$ cat config.mk
export PLATFORM = sky130hd
export DESIGN_NAME = ula_arbiter
export DESIGN_NICKNAME = d
export VERILOG_FILES = /design/src/rtl/ula_arbiter.sv
export SDC_FILE = /design/constraint.sdc
export NUM_CORES = 1
export LEC_CHECK = 0
export BUFFER_PORTS_ARGS = -buffer_cell sky130_fd_sc_hd__buf_2
export CORE_MARGIN = 5
export CORE_UTILIZATION = 25
export CTS_BUF_LIST = sky130_fd_sc_hd__clkbuf_4 sky130_fd_sc_hd__clkbuf_8 sky130_fd_sc_hd__clkbuf_16
export DETAILED_ROUTE_END_ITERATION = 16
export PLACE_DENSITY = 0.61
export SYNTH_ARGS = -nofsm -noshare
export SYNTH_HDL_FRONTEND = slang
export SYNTH_SLANG_ARGS = --single-unit
export TNS_END_PERCENT = 100
$ cat constraint.sdc
create_clock -name clk -period 4.8 [get_ports clk]
set_input_delay 0.96 -clock clk [delete_from_list [all_inputs] [get_ports clk]]
set_output_delay 0.96 -clock clk [all_outputs]
set_load 0.1 [all_outputs]
$ cat src/rtl/ula_arbiter.sv
// Shares one ULA (via its Controller opcode decode) round-robin between NUM_REQ cores.
// Latency: gnt one edge after req is sampled, done ULA_LATENCY edges after gnt; one op per ULA_LATENCY+1 cycles.
// Backpressure: req/gnt handshake; cores hold req and operands until gnt; no new grant while an op is in flight.
//
// Ports:
//   clk, reset (async, active-low)
//   req / req_opcode / req_operand1 / req_operand2 : per-core request, 8-bit fields packed core i at [8i+7:8i]
//   gnt, done        : one-hot single-cycle pulses (operands latched / response valid)
//   rsp_result/flags : result and flags of the last completed op, held until the next done
//   ula_opcode/operand1/operand2 -> shared ULA, ula_result/ula_flags <- shared ULA
//   busy             : transaction in flight
// Optional feature, macro ULA_ARB_STATS_EN: adds op_count (saturating completed-op count)
// and last_owner (core index of the last completed op).
module ula_arbiter #(
  parameter int NUM_REQ     = 4,
  parameter int ULA_LATENCY = 1
) (
  input  logic                   clk,
  input  logic                   reset,
  input  logic [NUM_REQ-1:0]     req,
  input  logic [NUM_REQ*8-1:0]   req_opcode,
  input  logic [NUM_REQ*8-1:0]   req_operand1,
  input  logic [NUM_REQ*8-1:0]   req_operand2,
  output logic [NUM_REQ-1:0]     gnt,
  output logic [NUM_REQ-1:0]     done,
  output logic [7:0]             rsp_result,
  output logic [7:0]             rsp_flags,
  output logic [7:0]             ula_opcode,
  output logic [7:0]             ula_operand1,
  output logic [7:0]             ula_operand2,
  input  logic [7:0]             ula_result,
  input  logic [7:0]             ula_flags,
  output logic                   busy
`ifdef ULA_ARB_STATS_EN
  ,
  output logic [15:0]            op_count,
  output logic [$clog2(NUM_REQ)-1:0] last_owner
`endif
);

  localparam int IDX_W = $clog2(NUM_REQ);
  localparam int CNT_W = (ULA_LATENCY > 1) ? $clog2(ULA_LATENCY) : 1;

  typedef enum logic {IDLE, EXEC} state_t;

  typedef struct packed {
    logic [7:0] opcode;
    logic [7:0] operand1;
    logic [7:0] operand2;
  } op_t;

  state_t             state;
  logic [IDX_W-1:0]   last;     // previous winner; also the owner of the op in flight
  logic [CNT_W-1:0]   cnt;
  op_t                req_op [NUM_REQ];
  logic               win_vld;
  logic [IDX_W-1:0]   win_idx;
  op_t                win_op;
  logic               finish;

  for (genvar i = 0; i < NUM_REQ; i++) begin : g_unpack
    assign req_op[i] = {req_opcode[8*i +: 8], req_operand1[8*i +: 8], req_operand2[8*i +: 8]};
  end

  // Scan distances NUM_REQ down to 1 from the pointer so that the last hit
  // written is the nearest requester after last, i.e. the round-robin winner.
  always_comb begin
    win_vld = 1'b0;
    win_idx = '0;
    for (int i = NUM_REQ; i >= 1; i--) begin
      if (req[IDX_W'((int'(last) + i) % NUM_REQ)]) begin
        win_vld = 1'b1;
        win_idx = IDX_W'((int'(last) + i) % NUM_REQ);
      end
    end
  end

  assign win_op = req_op[win_idx];
  assign finish = (state == EXEC) && (cnt == '0);

  always_ff @(posedge clk or negedge reset) begin
    if (!reset) begin
      state        <= IDLE;
      last         <= IDX_W'(NUM_REQ - 1);
      cnt          <= '0;
      gnt          <= '0;
      done         <= '0;
      rsp_result   <= '0;
      rsp_flags    <= '0;
      ula_opcode   <= '0;
      ula_operand1 <= '0;
      ula_operand2 <= '0;
      busy         <= 1'b0;
    end else begin
      gnt  <= '0;
      done <= '0;
      case (state)
        IDLE: begin
          if (win_vld) begin
            gnt          <= NUM_REQ'(1) << win_idx;
            ula_opcode   <= win_op.opcode;
            ula_operand1 <= win_op.operand1;
            ula_operand2 <= win_op.operand2;
            last         <= win_idx;
            busy         <= 1'b1;
            cnt          <= CNT_W'(ULA_LATENCY - 1);
            state        <= EXEC;
          end
        end
        EXEC: begin
          if (cnt == '0) begin
            rsp_result <= ula_result;
            rsp_flags  <= ula_flags;
            done       <= NUM_REQ'(1) << last;
            busy       <= 1'b0;
            state      <= IDLE;
          end else begin
            cnt <= cnt - 1'b1;
          end
        end
        default: state <= IDLE;
      endcase
    end
  end

`ifdef ULA_ARB_STATS_EN
  always_ff @(posedge clk or negedge reset) begin
    if (!reset) begin
      op_count   <= '0;
      last_owner <= '0;
    end else if (finish) begin
      if (op_count != 16'hFFFF) begin
        op_count <= op_count + 1'b1;
      end
      last_owner <= last;
    end
  end
`endif

endmodule
==> results.sh <==
export IMPL_synth_area_leaders="dfrtp_1 (43%), mux2i_1 (8.2%), mux2_2 (6.6%), a311oi_1 (4.8%), o311ai_0 (3.6%)"
export IMPL_final_area_um2=3980
export IMPL_initial_core_util_pct=25.6
export IMPL_path_cells="inv_1 > ha_1 > nor2_1 > a211oi_4 > nand2b_1 > o22ai_1"
export IMPL_period_minus_slack_ns=2.97
export IMPL_rsz0062_at_grt="false"
export IMPL_fin_worst_skew_ns=0.00578
export IMPL_setup_viol=0
export IMPL_drtIter0Drc=158
export IMPL_met1_usage_pct=16.2
export IMPL_num_antenna_cells=0
export IMPL_ys_types=40
export IMPL_slew_headroom_pct=33.3
export IMPL_gp_congestion=0.729
export IMPL_synth_seq_cells=52
export IMPL_postRouteAntennaNets=0
export IMPL_routedWlPerCell_um=16.3
export IMPL_groute_usage_overall_pct=12.4
export IMPL_worstSetupStartpointType="flip-flop"
export IMPL_ios=167
export IMPL_vias=2784
export IMPL_met2_usage_pct=20.1
export IMPL_post_route_period_util_pct=61.9
export IMPL_clk_latency_ns=0.29
export IMPL_tns_ns=0
export IMPL_r2r_cells=6
export IMPL_core_um2=11400
export IMPL_grt_max_degree=52
export IMPL_ys_top_cells_by_count="dfrtp_1 (50), mux2i_1 (24), mux2_2 (17)"
export IMPL_placed_cell_area_um2=3810
export IMPL_area_growth_pct=36.4
export IMPL_grt_pass1_vias=2922
export IMPL_die_area_um2=13900
export IMPL_whs_path_depth=1
export IMPL_synth_cells=261
export IMPL_cts_buffers=5
export IMPL_std_cell_rows=39
export IMPL_nNetsFinal=534
export IMPL_synth_top_area_share_pct=42.8
export IMPL_worstPathArrival_ns=3.16
export IMPL_grt_ovfl_total=0
export IMPL_finalMaxSlewViolations=0
export IMPL_grt_pass1_wl_um=14600
export IMPL_htreeDepth=2
export IMPL_synth_top_area_cell="dfrtp_1"
export IMPL_cts_sinks=52
export IMPL_cts_max_path_buffers=2
export IMPL_hold_viol=0
export IMPL_crit_family="compound AO/OA/AOI/OAI gates"
export IMPL_root_buffer="clkbuf_16"
export IMPL_cts_tree="built"
export IMPL_cp_slowest_cell="a211oi_4"
export IMPL_synth_seq_area_share_pct=44.6
export IMPL_yosys_warnings=0
export IMPL_worstMarginPinSlew_ns=0.997
export IMPL_crit_type="flip-flop to flip-flop"
export IMPL_cp_num_cells=6
export IMPL_post_synth_top_count_cell="dfrtp_1"
export IMPL_dpl_hpwl_um=6760
export IMPL_die_h_um=118
export IMPL_synth_cell_area_um2=2920
export IMPL_drv_cap=0
export IMPL_path_clk_slew_ns=0.07
export IMPL_vias_per_cell=5.01
export IMPL_fmax_mhz=337
export IMPL_cp_num_buf_inv=1
export IMPL_wl_um=9080
export IMPL_cts_resized_gates=0
export IMPL_synthFlopType="dfrtp_1"
export IMPL_layout_drive_gt1_share_pct=49.6
export IMPL_drt_pre_antenna_iters=4
export IMPL_outcome="completed"
export IMPL_synth_edff_count=0
export IMPL_syn_nets=383
export IMPL_cp_max_fo=25
export IMPL_grt_util_met3_pct=3.99
export IMPL_min_path_type="flip-flop to flip-flop"
export IMPL_post_route_util_pct=34.9
export IMPL_worstSetupEndpointType="flip-flop"
export IMPL_postCtsSetupBuffers=0
export IMPL_async_flop_share_pct=100
export IMPL_ctsHoldBuffers=0
export IMPL_critical_path_max_stage_delay_ns=0.86
export IMPL_top_usage_layer="met2"
export IMPL_port_buffers=166
export IMPL_required_ns=4.99
export IMPL_drcViolationCount=0
export IMPL_fp_dieW_um=118
export IMPL_antenna_found_initial=0
export IMPL_postSynthAreaPerCell_um2=11.2
[registers in the layout, indices dropped and copies added (netlist names)]
signal and count:
gnt 4, rsp_flags 8, rsp_result 8, ula_opcode 8, state 1, ula_operand1 8, done 4, busy 1
last 2, ula_operand2 8
[through the flow]
stage               setup slack (ns)  hold slack (ns)  instances
CTS                             1.74            0.507        556
floorplan                       2.44            0.567        261
global placement                1.61            0.485        548
detailed placement              1.51            0.487        548
finish                          1.83            0.501        556
global route                    1.46            0.523        556
[final timing paths]
check                      slack (ns)           from            end
max                              1.83        last[1]  ula_opcode[7]
min                              0.50  rsp_result[3]  rsp_result[3]
max reg2reg                      1.83        last[1]  ula_opcode[7]
min reg2reg                      0.50  rsp_result[3]  rsp_result[3]
max in group asynchronous        3.32          reset        last[1]
min in group asynchronous        0.62          reset  rsp_result[4]
[layer usage]
layer / vias up / routed length [µm] / share of wire [%]
met5: - / 0 / 0
met4: 0 / 72 / 0.79
met3: 10 / 797 / 8.8
met2: 157 / 4230 / 47
met1: 1301 / 3970 / 44
li1: 1316 / - / -
[cell usage in the layout (no fill, tap or decap), drive strengths merged, types with 7 or more instances in the layout]
cell / count
and2: 12
a21oi: 11
dfrtp: 50
nand2: 7
a22oi: 12
o311ai: 24
nand2b: 15
o22ai: 9
mux2: 17
a311oi: 16
mux2i: 24
buf: 170
[logic make-up after synthesis]
family / count (synthesis) / synth area share [%]
AND/OR/NAND/NOR: 49 / 9.89
multiplexers: 41 / 14.8
AO/OA/AOI/OAI: 85 / 22.7
flip-flops: 52 / 44.6
adder cells (fa/ha/maj): 4 / 1.71
buffers and inverters: 30 / 6.29
[layout make-up]
| cell class | instances | area, µm² |
|---|---|---|
| clock buffer | 6 | 139 |
| clock inverter | 2 | 38.8 |
| sequential | 52 | 1300 |
| multi-input combinational | 179 | 1450 |
| fill | 1177 | 7430 |
| timing repair buffer | 170 | 861 |
| tap | 143 | 179 |
| inverter | 4 | 15.0 |
Power is left out: the tool's default activity adds up to more than one toggle a clock period on the data nets, which glitch-free logic cannot reach.
